File: config.mk
export PLATFORM = sky130hd
export DESIGN_NAME = parking_meter_countdown
export DESIGN_NICKNAME = d
export VERILOG_FILES = /design/src/rtl/parking_pkg.sv /design/src/rtl/coin_value_lut.sv /design/src/rtl/parking_meter_countdown.sv
export SDC_FILE = /design/constraint.sdc
export NUM_CORES = 1
export LEC_CHECK = 0
export ABC_CLOCK_PERIOD_IN_PS = 5150
export CORE_MARGIN = 2
export CORE_UTILIZATION = 50
export DETAILED_ROUTE_END_ITERATION = 10
export PLACE_DENSITY_LB_ADDON = 0.25
export REMOVE_ABC_BUFFERS = 1
export SETUP_SLACK_MARGIN = 0.1
export SLEW_MARGIN = 20
export SYNTH_ARGS = -nofsm -noshare
export SYNTH_HDL_FRONTEND = slang
export SYNTH_HIERARCHICAL = 1
export SYNTH_SLANG_ARGS = --single-unit
File: constraint.sdc
create_clock -name clk -period 5.15 [get_ports clk]
set_input_delay 0.515 -clock clk [delete_from_list [all_inputs] [get_ports clk]]
set_output_delay 0.515 -clock clk [all_outputs]
set_load 0.03 [all_outputs]
File: src/rtl/parking_pkg.sv
// ============================================================================
// parking_pkg
// Shared definitions for the parking-meter pay side: the state code seen by
// the display driver, the default coin denominations and the display-limited
// credit ceiling.
// ============================================================================
package parking_pkg;

    // Counter width and 4-digit display ceiling.
    localparam int W         = 14;
    localparam int MAX_SEC   = 9999;

    // Default seconds credited per coin denomination index.
    localparam int COIN0_SEC = 60;
    localparam int COIN1_SEC = 120;
    localparam int COIN2_SEC = 180;
    localparam int COIN3_SEC = 300;

    // Free time for a car that parks with no credit, and low-credit threshold.
    localparam int GRACE_SEC = 10;
    localparam int WARN_SEC  = 30;

    // State code; the display driver decodes this to pick blink / "EXP" text.
    typedef enum logic [1:0] {
        ST_IDLE    = 2'd0,
        ST_GRACE   = 2'd1,
        ST_RUN     = 2'd2,
        ST_EXPIRED = 2'd3
    } state_t;

endpackage

File: src/rtl/coin_value_lut.sv
// ============================================================================
// coin_value_lut
// Combinational map from coin denomination index to credited seconds.
// Also used by the coin-total audit counter.
//
// Ports:
//   coin_val  in  2  denomination index
//   coin_sec  out W  seconds credited for that denomination
// ============================================================================
module coin_value_lut
    import parking_pkg::*;
#(
    parameter int W         = parking_pkg::W,
    parameter int COIN0_SEC = parking_pkg::COIN0_SEC,
    parameter int COIN1_SEC = parking_pkg::COIN1_SEC,
    parameter int COIN2_SEC = parking_pkg::COIN2_SEC,
    parameter int COIN3_SEC = parking_pkg::COIN3_SEC
) (
    input  logic [1:0]   coin_val,
    output logic [W-1:0] coin_sec
);

    always_comb begin
        case (coin_val)
            2'd0:    coin_sec = W'(COIN0_SEC);
            2'd1:    coin_sec = W'(COIN1_SEC);
            2'd2:    coin_sec = W'(COIN2_SEC);
            default: coin_sec = W'(COIN3_SEC);
        endcase
    end

endmodule

File: src/rtl/parking_meter_countdown.sv
// ============================================================================
// parking_meter_countdown
// Pay-side timer: turns coin insertions into prepaid seconds, counts them
// down while a car is parked and flags expiry.
//
// Ports:
//   clk           in  1  system clock
//   rst           in  1  synchronous active-high reset
//   sec_tick      in  1  one-cycle pulse per second
//   parked        in  1  car present in bay (level)
//   coin_in       in  1  one-cycle pulse, coin accepted
//   coin_val      in  2  denomination index, valid with coin_in
//   time_left     out W  remaining prepaid seconds
//   state         out 2  IDLE=0, GRACE=1, RUN=2, EXPIRED=3
//   low_warn      out 1  RUN with 0 < time_left <= WARN_SEC
//   expired       out 1  high while EXPIRED
//   expire_pulse  out 1  first cycle of EXPIRED
//   blink         out 1  toggles per sec_tick while EXPIRED
// ============================================================================
module parking_meter_countdown
    import parking_pkg::*;
#(
    parameter int W         = parking_pkg::W,
    parameter int MAX_SEC   = parking_pkg::MAX_SEC,
    parameter int COIN0_SEC = parking_pkg::COIN0_SEC,
    parameter int COIN1_SEC = parking_pkg::COIN1_SEC,
    parameter int COIN2_SEC = parking_pkg::COIN2_SEC,
    parameter int COIN3_SEC = parking_pkg::COIN3_SEC,
    parameter int GRACE_SEC = parking_pkg::GRACE_SEC,
    parameter int WARN_SEC  = parking_pkg::WARN_SEC
) (
    input  logic         clk,
    input  logic         rst,
    input  logic         sec_tick,
    input  logic         parked,
    input  logic         coin_in,
    input  logic [1:0]   coin_val,
    output logic [W-1:0] time_left,
    output logic [1:0]   state,
    output logic         low_warn,
    output logic         expired,
    output logic         expire_pulse,
    output logic         blink
);

    state_t       state_r, state_n;
    logic [W-1:0] grace_cnt, grace_n;
    logic [W-1:0] time_n;
    logic         blink_n;

    logic [W-1:0] coin_sec;
    logic [W-1:0] add;
    logic [W:0]   sum_wide;
    logic [W-1:0] sum;
    logic [W-1:0] run_next;

    coin_value_lut #(
        .W         (W),
        .COIN0_SEC (COIN0_SEC),
        .COIN1_SEC (COIN1_SEC),
        .COIN2_SEC (COIN2_SEC),
        .COIN3_SEC (COIN3_SEC)
    ) u_coin_lut (
        .coin_val (coin_val),
        .coin_sec (coin_sec)
    );

    // Credit arithmetic: one extra bit on the add so the saturation compare
    // sees the true sum.
    assign add      = coin_in ? coin_sec : '0;
    assign sum_wide = {1'b0, time_left} + {1'b0, add};
    assign sum      = (sum_wide > (W+1)'(MAX_SEC)) ? W'(MAX_SEC) : sum_wide[W-1:0];
    // Add-then-saturate-then-decrement; never wraps below zero.
    assign run_next = (sec_tick && sum != '0) ? sum - W'(1) : sum;

    // NOTE: every variable gets a default at the top of always_comb so no
    // path leaves it unassigned; that is what keeps latches from inferring.
    always_comb begin
        state_n = state_r;
        time_n  = time_left;
        grace_n = grace_cnt;
        blink_n = blink;

        if (state_r != ST_IDLE && !parked) begin
            // Departure: credit is not carried over and any coin is discarded.
            state_n = ST_IDLE;
            time_n  = '0;
            grace_n = '0;
            blink_n = 1'b0;
        end else begin
            case (state_r)
                ST_IDLE: begin
                    time_n = sum;  // prepay; ticks ignored here
                    if (parked) begin
                        if (sum != '0) begin
                            state_n = ST_RUN;
                        end else if (GRACE_SEC == 0) begin
                            state_n = ST_EXPIRED;
                        end else begin
                            state_n = ST_GRACE;
                            grace_n = W'(GRACE_SEC);
                        end
                    end
                end

                ST_GRACE: begin
                    if (coin_in) begin
                        // Coin beats a simultaneous tick: no decrement.
                        time_n  = sum;
                        grace_n = '0;
                        state_n = ST_RUN;
                    end else if (sec_tick) begin
                        if (grace_cnt <= W'(1)) begin
                            grace_n = '0;
                            state_n = ST_EXPIRED;
                        end else begin
                            grace_n = grace_cnt - W'(1);
                        end
                    end
                end

                ST_RUN: begin
                    time_n = run_next;
                    if (run_next == '0) begin
                        state_n = ST_EXPIRED;
                        blink_n = 1'b0;
                    end
                end

                default: begin  // ST_EXPIRED
                    time_n = '0;
                    if (coin_in) begin
                        // time_left is 0 here, so sum is just the coin value.
                        time_n  = sum;
                        blink_n = 1'b0;
                        if (sum != '0) state_n = ST_RUN;
                    end else if (sec_tick) begin
                        blink_n = ~blink;
                    end
                end
            endcase
        end
    end

    // NOTE: sequential state uses non-blocking assignments only, and the
    // reset is sampled on the clock edge (synchronous), overriding all inputs.
    always_ff @(posedge clk) begin
        if (rst) begin
            state_r      <= ST_IDLE;
            time_left    <= '0;
            grace_cnt    <= '0;
            blink        <= 1'b0;
            low_warn     <= 1'b0;
            expired      <= 1'b0;
            expire_pulse <= 1'b0;
        end else begin
            state_r      <= state_n;
            time_left    <= time_n;
            grace_cnt    <= grace_n;
            blink        <= blink_n;
            low_warn     <= (state_n == ST_RUN) && (time_n != '0) &&
                            (time_n <= W'(WARN_SEC));
            expired      <= (state_n == ST_EXPIRED);
            expire_pulse <= (state_n == ST_EXPIRED) && (state_r != ST_EXPIRED);
        end
    end

    assign state = state_r;

endmodule

Word-level counts from Yosys, hierarchy flattened. Index checks and enable logic that the tools add are counted.

Bits in registers: 34. Bits of input ports: 7. Output and inout port bits: 20. Logic and storage cells: 72.

Add/sub/neg operators: 3. Magnitude comparators: 3. Equality and inequality tests: 11. Mux-type cells: 28. Bitwise logic cells: 2. Reductions and logical operators: 18.

Operators with widths (number): $mux W14 (11); $pmux W14 S3 (1); $pmux W14 S2 (1); $reduce_bool A14 Y1 (2); $sub A14 B1 Y14 const B (2); $pmux W9 S3 (1); $mux W2 (9); $add A14 B14 Y15 (1); $gt A15 B14 Y1 const B (1); $le A14 B1 Y1 const B (1); $le A14 B5 Y1 const B (1); $logic_not A14 Y1 (1); $eq A2 B2 Y1 const B (4); $ne A2 B2 Y1 const B (4); $pmux W2 S3 (1); $logic_and A1 B1 Y1 (5); $eq A2 B1 Y1 const B (2); $logic_not A2 Y1 (2); $reduce_and A4 Y1 (1); $reduce_bool A2 Y1 (2); $reduce_or A2 Y1 (2); $mux W1 (3); $ne A3 B3 Y1 const B (1); $reduce_and A3 Y1 (1); other kinds (4) (5).

Logic depth before layout (Yosys ltp). Gate-level depths: netlist of run 1.

Word-level depth: 16. Gate-level depth with buffers: 27. Mapped depth without buffers: 22.

By module. The synthesis of run 1 kept the hierarchy.

By module, submodules not included: parking_meter_countdown (instances 1, cells each 495, area each 3738.6 um^2, sequential area each 680.7 um^2); coin_value_lut (instances 1, cells each 16, area each 103.8 um^2, sequential area each 0.0 um^2).

Worst setup path after synthesis of run 1. No wires, ideal clock.

Path kind: input to register. Start: input port coin_in. End: register low_warn. Library setup time: 0.087 ns. Data arrival time: 5.560 ns. Required time: 5.063 ns. Slack: -0.497 ns. Stages: 26. Path buffers: 6. Cell sequence: buf_2 clkbuf_1 clkbuf_1 and2_1 ha_1 buf_6 and2_1 and3_2 a41oi_4 and4_2 a211o_1 o21ai_0 buf_2 nor3_1 ha_1 nand2_1 nor3_1 nand3_1 or4_1 buf_2 and2_4 or4_4 nand3_2 nor2b_1 a21o_1 nor4b_2.

Cells in the longest elaborated chain, start to end: 14. Elaborated cells between the ends (all ways): 26. Classes of those cells: add/sub: 2; order compare: 2; eq/ne: 1; mux: 15; reduce/logical: 6.

RTL lines: start, declared (line parking_meter_countdown.sv:36) `input logic coin_in,`; branches (longest 13 deep; another with $add A14 B14 Y15); $logic_and A1 B1 Y1 * (line parking_meter_countdown.sv:161) `low_warn <= (state_n == ST_RUN) && (time_n != '0) &&`; end signal, assigned (line parking_meter_countdown.sv:161); end, declared (line parking_meter_countdown.sv:40) `output logic low_warn,`.

Every way passes the cells marked *. A chain may end at the register's enable or synchronous reset.

Worst setup path after layout of run 1. Same ends and word-level chain as after synthesis.

==> flow_summary.toml, run 1 <==
[routing]
route.detailed.drc = 0
drtIter0Drc = 508
num_vias = 4823
ant_nets = 0
routed_via_density = 6.518
first_pass_iters = 6
wl_um = 15040
wl_per_cell_um = 20.33

[yosys]
ys_seq_elements = 34
synthCells = 511
synth_cell_types = 93
yosysSeqAreaShare = 0.1771
synth_top_family_by_area = "simple AND/OR/NAND/NOR gates"
synthSimpleGateAreaFrac = 0.3227
yosys_most_used_dff = "dfxtp_1"
synthAdderAreaFrac = 0.06382
syn_area_per_cell_um2 = 7.519
yosys_warnings = 6
synth_edf_count = 0
async_reset_ff_frac = 0
synth-compound-area-share = 0.2791
synthesis.area_um2 = 3842
synthXorXnorAreaFrac = 0.07001
synth.mux.area_fraction = 0.01172

[cells_and_area]
final_core_util = 0.7590
finalInstanceArea_um2 = 5564
mostFrequentLayoutCells = "buf_4, nor2_1, a21oi_1, dfxtp_1, nand2_1"
stdcell_count = 740
n_antenna_cell = 0
drive_above_1_share = 0.3682
nets = 667
areaGrowthSynthToFinish_pct = 44.81
layout_commonest_cell = "buf_4"

[clocking]
root_buffer = "clkbuf_8"
h-tree-depth = 2
clkTransAtPathRegs_ns = 0.07
insertion_delay_ns = 0.31
clock_path_buffers = 2
cts_tree = "yes"
cts.sinks = 34
hold_buffers = 0
cts_buffers = 5

[setup_path]
reg2reg_setup_slack_ns = 0.29
reg2reg_to = "low_warn"
r2r_start = "time_left[9]"
cp-start-kind = "input pin"
crit_path_end_kind = "flip-flop"
crit_required_ns = 5.37
worstPathArrival_ns = 5.18
path_max_fanout = 8
crit_type = "input pin to flip-flop"
worst_r2r_path_depth = 20

[floorplanning]
fp.coreArea_um2 = 7331
ios = 27
dieArea_um2 = 8402
die_h_um = 91.67
rows = 31
initial_core_util = 0.5242
die_w_um = 91.67

[job]
cap_violations = 0

[timing]
fmax_ghz = 0.2014
rsz0062_at_grt = "false"
tightest_slew_ns = 0.8903
holdWs_ns = 0.4648
relSlewSlack = 0.4029
drv_slew = 0
skew_ns = 0.01161
finalCritPeriodShare = 0.9643
setup_ws_ns = 0.1838
hold_viol_final = 0
final-setup-viol-count = 0
min_period_ns = 4.966

[place]
placed_area_um2 = 4771
place_hpwl_um = 10100
place.gp.congestion = 1.059
dp.cells = 704
port_buffers = 26
dp_slack_ns = -0.7715

[hold_path]
holdCritStartpoint = "grace_cnt[5]"
hold_end = "grace_cnt[5]"
hp-class = "flip-flop to flip-flop"
whs_path_depth = 2

[global_routing]
grt_max_degree = 29
overflow = 0
antenna_found_initial = 0
grt_pass1_vias = 4553
grt_pass1_wl_um = 22860
grt_util_all_layers = 0.3425

[outcome]
status = "complete, no violations"

[power_and_ir_drop]
irDropWorstVdd_uv = 170.3
p_leak_nw = 2.203
powerDensity_nw_per_um2 = 287.4
-- through the flow --
stage	power, W	TNS (ns)
2_1_floorplan	0.0007830	-12.28
3_3_place_gp	0.001138	-11.67
3_5_place_dp	0.001145	-16.45
4_1_cts	0.001493	0
5_1_grt	0.001662	0
6_report	0.001599	0
-- layer usage --
metal | global-route usage | routed length (um)
met5 | 0 | 0
met4 | 0.1591 | 827
met3 | 0.06902 | 1279
met2 | 0.5637 | 7005
met1 | 0.4289 | 5930
-- state kept, by name, indices dropped and copies added, names as in the netlist --
name          flops
time_left        14
state             2
expire_pulse      1
expired           1
blink             1
grace_cnt        14
low_warn          1
-- report_power, final --
group	total, W	switching [W]	internal [W]
logic	0.00102	0.000561	0.000463
clock network	0.000260	0.000105	0.000155
registers	0.000315	0.0000330	0.000282
-- what timing repair did --
| action | 4_1_cts | 5_1_grt |
|---|---|---|
| pin swaps | 32 | 33 |
| setup endpoints to repair | 30 | 21 |
| setup buffers | 21 | 10 |
| hold endpoints to repair | 0 | 0 |
| resized for setup | 62 | 39 |
-- cell type report --
type                       count  area, um^2
clock buffer                   6       82.58
timing repair buffer         155        1265
multi-input combinational    434        3341
fill                         504        1767
clock inverter                 1       30.03
inverter                      11       41.29
sequential                    34       680.7
tap                           99       123.9
-- worst max-delay path by stage --
stage                           start       endpoint  slack [ns]  cells past startpoint
final                         coin_in       low_warn        0.18                     27
after global routing          coin_in       low_warn        0.04                     28
after CTS                 coin_val[0]       low_warn        0.16                     23
after detailed placement  coin_val[0]       low_warn       -0.77                     23
after global placement    coin_val[0]       low_warn       -0.64                     23
after floorplan           coin_val[0]  grace_cnt[12]       -0.99                     21
-- synthesized netlist by cell type (3+ instances only) --
cell type / instances / area (um^2)
xor2_1: 8 / 70.07
nand2b_1: 6 / 37.54
buf_2: 6 / 30.03
a21oi_1: 41 / 205.2
xnor2_1: 19 / 166.4
nor3_1: 20 / 100.1
and2_1: 18 / 112.6
buf_6: 3 / 33.78
a21o_1: 4 / 30.03
ha_1: 18 / 225.2
nor2_1: 59 / 221.5
o22ai_1: 7 / 43.79
nor4_1: 10 / 62.56
o311ai_0: 4 / 35.03
dfxtp_1: 34 / 680.7
nor3b_1: 4 / 30.03
clkbuf_1: 13 / 48.80
nand3b_1: 3 / 22.52
nor2b_1: 7 / 43.79
a211oi_4: 3 / 60.06
nand3_1: 19 / 95.09
nand4_1: 10 / 62.56
nand2_1: 33 / 123.9
o2111ai_1: 3 / 26.28
a31oi_1: 10 / 62.56
o31ai_1: 7 / 52.55
a211oi_1: 5 / 37.54
o21ai_0: 24 / 120.1
inv_1: 11 / 41.29
or3_1: 4 / 25.02
and3_1: 6 / 37.54
buf_4: 13 / 97.59
mux2i_1: 3 / 30.03
o41ai_1: 3 / 26.28
-- critical path: stages --
cell and delay [ns]:
clkdlybuf4s15_1 0.17, buf_6 0.14, and2_4 0.16, ha_4 0.16, buf_6 0.12, a211oi_4 0.28, o22ai_4 0.15, buf_6 0.14
buf_4 0.13, a211oi_4 0.24, nor3_4 0.08, a211o_1 0.34, o21ai_4 0.22, nor3_2 0.07, ha_2 0.21, nand2_1 0.09
nor3_2 0.06, nand3_2 0.12, buf_6 0.14, nor4_1 0.05, buf_4 0.19, nor4b_4 0.26, nand4_1 0.15, xnor2_1 0.18
o31ai_2 0.33, o2111ai_1 0.22, nor4b_2 0.24
-- kinds of logic after synthesis --
logic type               count (synthesis)
AO/OA/AOI/OAI                          148
XOR/XNOR                                29
adder cells (fa/ha/maj)                 19
buffers and inverters                   49
flip-flops                              34
multiplexers                             4
other                                    2
AND/OR/NAND/NOR                        226
(Power assumes the default switching activity.)
==> run 2: changes to the inputs <==
--- a/config.mk
+++ b/config.mk
@@ -5,7 +5,7 @@
 export SDC_FILE = /design/constraint.sdc
 export NUM_CORES = 1
 export LEC_CHECK = 0
-export ABC_CLOCK_PERIOD_IN_PS = 5150
+export CAP_MARGIN = 30
 export CORE_MARGIN = 2
 export CORE_UTILIZATION = 50
 export DETAILED_ROUTE_END_ITERATION = 10
==> results of run 2 <==
No change in the layout: final DEF, timing and power equal those of run 1.
==> run 3: changes to the inputs <==
--- a/config.mk
+++ b/config.mk
@@ -5,6 +5,7 @@
 export SDC_FILE = /design/constraint.sdc
 export NUM_CORES = 1
 export LEC_CHECK = 0
+export ABC_AREA = 1
 export CAP_MARGIN = 30
 export CORE_MARGIN = 2
 export CORE_UTILIZATION = 50
==> run 3 against run 2 <==
Compared with the run above: die area grew 2.6%; critical path depth grew 7; first-iteration DRC count is 3.3% lower; global-route usage is 6.1 points lower; synthesized cell count up 37%; register-to-register slack improved by 0.82 ns; cell count increased by 12%; critical path type unchanged; largest cell class unchanged.
==> flow_summary.toml, run 3 <==
[routing]
routed_via_density = 5.310
route.detailed.drc = 0
top_layer = "met4"
wl_met1_um = 5500
num_vias = 4402
first_pass_iters = 5
dr_wl_met2_um = 4871
wl_met3_um = 1030
wl_per_cell_um = 13.92
drtIter0Drc = 491
wl_um = 11540
ant_nets = 0

[floorplanning]
dieArea_um2 = 8619
rows = 32
die_w_um = 92.84
initial_core_util = 0.5133
fp.coreArea_um2 = 7687
die_h_um = 92.84
ios = 27

[setup_path]
worstPathArrival_ns = 4.80
crit_required_ns = 5.38
slowest_delay_ns = 0.52
path_max_fanout = 13
cpMostUsedCell = "nand2_1"
cp-start-kind = "input pin"
crit_path_end_kind = "flip-flop"
critPathSlowestCell = "clkdlybuf4s50_1"
crit_type = "input pin to flip-flop"

[hold_path]
hp-class = "flip-flop to flip-flop"

[yosys]
ys_seq_elements = 34
synth_top_area_share = 0.2026
syn_area_per_cell_um2 = 5.630
synth_cell_types = 44
synth_area_leaders = "nand2_1, dfxtp_1, inv_1, nor2_1, nand3_1"
yosysSeqAreaShare = 0.1725
async_reset_ff_frac = 0
synthCells = 701
yosysTopAreaCell = "nand2_1"
yosys_warnings = 6
synthTopCellsByCount = "nand2_1, inv_1, nor2_1"
synth_edf_count = 0
yosysMostFrequentCell = "nand2_1"
yosys_most_used_dff = "dfxtp_1"
synthesis.area_um2 = 3946

[cells_and_area]
areaGrowthSynthToFinish_pct = 11.67
n_antenna_cell = 0
nets = 752
drive_above_1_share = 0.1128
mostFrequentLayoutCells = "nand2_1, inv_1, nor2_1, nand3_1, a21oi_1"
stdcell_count = 829
layout_commonest_cell = "nand2_1"
final_core_util = 0.5732

[timing]
tightest_slew_ns = 0.9445
relSlewSlack = 0.3680
fmax_ghz = 0.2188
final-setup-viol-count = 0
hold_viol_final = 0
skew_ns = 0.007206
fin_setup_tns_ns = 0
finalCritPeriodShare = 0.8875
min_period_ns = 4.571
drv_slew = 0
rsz0062_at_grt = "false"

[clocking]
cts.sinks = 34
root_buffer = "clkbuf_8"
clock_path_buffers = 2
insertion_delay_ns = 0.28
hold_buffers = 0
clkTransAtPathRegs_ns = 0.07
cts_buffers = 5
cts_tree = "yes"
h-tree-depth = 2

[global_routing]
overflow = 0
grt_pass1_vias = 4173
grt_util_all_layers = 0.2810
antenna_found_initial = 0
grt_max_degree = 30
grt_pass1_wl_um = 19770

[power_and_ir_drop]
swShare = 0.5226
internal-power_w = 0.0007445
p_leak_nw = 2.392
p_clk_frac = 0.132
combPwrFrac = 0.659
powerDensity_nw_per_um2 = 353.9
p_sw_w = 0.0008150
seq_power_share = 0.209
irDropWorstVdd_uv = 232.0

[place]
place_hpwl_um = 9294
port_buffers = 26
dp.cells = 821
place.gp.congestion = 1.003

[job]
cap_violations = 0

[outcome]
status = "complete, no violations"
==> run 3: cell count changes after synthesis, moves of 16 or more <==
cell and delta:
and2_1 -16, nor2_1 +19, inv_1 +90, nand3_1 +38, xnor2_1 -17, nand2_2 +21
nand2_1 +180
==> run 3: power by group through the flow <==
stage	logic [W]	registers [W]	clock network, W
global route	0.00115	0.000329	0.000223
detailed placement	0.000999	0.000332	0
CTS	0.00100	0.000326	0.000210
global placement	0.000991	0.000332	0
floorplan	0.000689	0.000369	0
finish	0.00103	0.000326	0.000205
==> run 3: path summary, 6_finish.rpt <==
path / cells after the start / slack [ns] / to / from
max: 34 / 0.58 / low_warn / coin_val[0]
min: 1 / 0.48 / grace_cnt[12] / grace_cnt[12]
max reg2reg: 30 / 1.11 / low_warn / time_left[8]
min reg2reg: 1 / 0.48 / grace_cnt[12] / grace_cnt[12]
==> run 3: kinds of logic after synthesis <==
| group | share of synthesized area |
|---|---|
| simple gates | 0.4816 |
| fa+ha+maj | 0.06214 |
| xor+xnor | 0.01110 |
| compound gates | 0.1246 |
| flops | 0.1725 |
| other cells | 0.001903 |
| buf+inv | 0.1462 |
==> run 3: final cells by class <==
cell class,count,area [um^2]
well taps,102,127.6
multi-input cells,538,2760
fillers,802,3281
inverters,114,427.9
clock inverters,1,5.005
clock buffers,7,86.33
repair buffers,33,319.1
flip-flops and latches,34,680.7
==> run 3: through the flow <==
| stage | setup WS (ns) | hold WS [ns] | instance area (um^2) | power (W) |
|---|---|---|---|---|
| after detailed placement | 0.08904 | 0.4651 | 4264 | 0.001331 |
| after floorplan | 1.107 | 0.4435 | 3820 | 0.001058 |
| after global placement | 0.1741 | 0.4579 | 4253 | 0.001323 |
| after global routing | 0.1225 | 0.5120 | 4407 | 0.001701 |
| after CTS | 0.3793 | 0.4762 | 4355 | 0.001539 |
| final | 0.5795 | 0.4766 | 4407 | 0.001560 |
==> run 3: critical path: cells and delay by family <==
kind	cells	cell delay, ns
buf+inv	4	0.70
compound gates	2	0.39
fa+ha+maj	2	0.46
simple gates	26	2.72
==> run 3: what timing repair did <==
action,in CTS,in global routing
setup endpoints to repair,0,16
setup buffers,0,0
gates resized for setup,0,12
==> run 3: layer usage <==
metal  GRT usage  vias to the layer above
met2      0.4438                      188
met4     0.04412                        0
li1            -                     2257
met3     0.04557                       16
met1      0.4083                     1941
met5           0                        -
==> RTL change (settings of run 3) <==
Set the package constant `W` to 16 (it was 14).
--- a/src/rtl/parking_pkg.sv
+++ b/src/rtl/parking_pkg.sv
@@ -9,3 +9,3 @@
     // Counter width and 4-digit display ceiling.
-    localparam int W         = 14;
+    localparam int W         = 16;
     localparam int MAX_SEC   = 9999;
Interface: changed (resized time_left); port bits go from 27 to 29. The function was not compared with the original's and may differ.
==> RTL change against run 3 <==
  * Register-to-register slack is essentially flat
  * Sequential power grew 3%
  * Global-route usage shrank 1.4 points
  * Sequential share of layout area grew 0.31 points
  * Sequential cell count grew 4
  * Setup slack lost 0.041 ns
  * Final area grew 9.6%
  * Total power shrank 21%
  * Count of clock-buffer cells in the layout shrank 2
  * Die area grew 8.6%
  * Wire length grew 9.0%
  * Synthesized area grew 9.0%
  * Combinational power shrank 44%
==> RTL change: results (changes against run 3) <==
- Vias in the first global route: 4507 (was 4173)
- Yosys cell types: 48 (was 44)
- CTS clk-pin slew, worst paths: 0.09 ns (was 0.07 ns)
- Synth area leaders: nand2_1, dfxtp_1, inv_1 (unchanged)
- Top FF cell, synth: dfxtp_1 (unchanged)
- Power Sequential: 0.000336 W (was 0.000326 W)
- RePlAce Congestion: 0.925 (was 1.00)
- M1 WL: 5.55 mm (was 5.50 mm)
- VDD IR-drop max: 0.220 mV (was 0.232 mV)
- Status: finished, final reports clean (unchanged)
- # placed instances: 892 (was 821)
- IO Port Bufs: 28 (was 26)
- First DRT Iteration DRCs: 385 (was 491)
- Worst Path Arrival: 4.81 ns (was 4.80 ns)
- Clk_lat worst skew: 0.30 ns (was 0.28 ns)
- Vias per cell: 5.29 (was 5.31)
- Share of cell area taken by multi-input logic gates: 60.7% (was 62.6%)
- Worst-path fanout max: 11 (was 13)
- Reg2reg start: time_left[4] (was time_left[8])
- P_clk: 0.000312 W (was 0.000205 W)
- Wire length per cell: 13.9 um (about the same)
- Register area share after synthesis: 17.7% (was 17.2%)
- First-pass GRT wire length: 21.0 mm (was 19.8 mm)
- Seq cells post-synth: 38 (was 34)
- Comb_multi_in: 581 (was 538)
- Post-synthesis instance total: 765 (was 701)
- Hold WS: 0.486 ns (was 0.477 ns)
- Inverters: 130 (was 114)
- Hold path start: grace_cnt[0] (was grace_cnt[12])
- Synth Area in Compound Gates: 11.0% (was 12.5%)
- Sequential Area: 761 um^2 (was 681 um^2)
- Sw frac: 43.1% (was 52.3%)
- Most instantiated cells after synthesis: nand2_1, inv_1, nor2_1, nand3_1, dfxtp_1 (was nand2_1, inv_1, nor2_1, nand3_1, a21oi_1)
- Slew margin rel.: 40.7% (was 36.8%)
- Hold endpoint: grace_cnt[0] (was grace_cnt[12])
- Register-to-Register Path Depth: 34 (was 30)
- XOR/XNOR Fraction of Synth Area: 2.41% (was 1.11%)
- Met2 global-route usage: 47.5% (was 44.4%)
- Met3 Usage GRT: 4.05% (was 4.56%)
- Area share of fa/ha/maj cells after synthesis: 6.28% (was 6.21%)
- Dpl hpwl: 10.1 mm (was 9.29 mm)
- Largest net degree at the start of global routing: 19 (was 30)
- Met1 global-route usage: 33.1% (was 40.8%)
- Fin nets: 825 (was 752)
- Non-clk bufs: 41 (was 33)
- Yosys warns: 6 (unchanged)
- GRT Resource Usage Total: 26.7% (was 28.1%)
- P_leak: 2.64 nW (was 2.39 nW)
- Clock network area share: 2.85% (was 2.07%)
- Non-clk buf share: 7.88% (was 7.24%)
[RTL change: cell count changes in the layout (fill, tap and decap cells not counted), sizes merged, moves of 6 or more]
cell,run 3,this run
buf,7,13
inv,113,129
nand3,62,54
a21oi,41,28
nand4,14,23
nor2,88,118
[RTL change: worst reg2reg max path, delay by kind of cell (launching register included)]
| family | cells | cell delay (ns) |
|---|---|---|
| adder cells (fa/ha/maj) | 2 | 0.49 |
| buffers and inverters | 3 | 0.21 |
| AND/OR/NAND/NOR | 29 | 2.78 |
| flip-flops | 1 | 0.46 |
[RTL change: timing repair]
item | 4_1_cts | 5_1_grt
resized for setup | 0 | 2
buffers inserted | 0 | 3
endpoints found under the setup margin | 0 | 5
hold buffers | 0 | 0
[RTL change: stage by stage]
stage	total power [W]	cell area [um^2]	setup WS, ns
floorplan	0.000732	4180	0.917
global placement	0.000901	4660	0.273
detailed placement	0.000904	4660	0.181
CTS	0.00122	4800	0.485
global route	0.00131	4830	0.137
finish	0.00123	4830	0.538
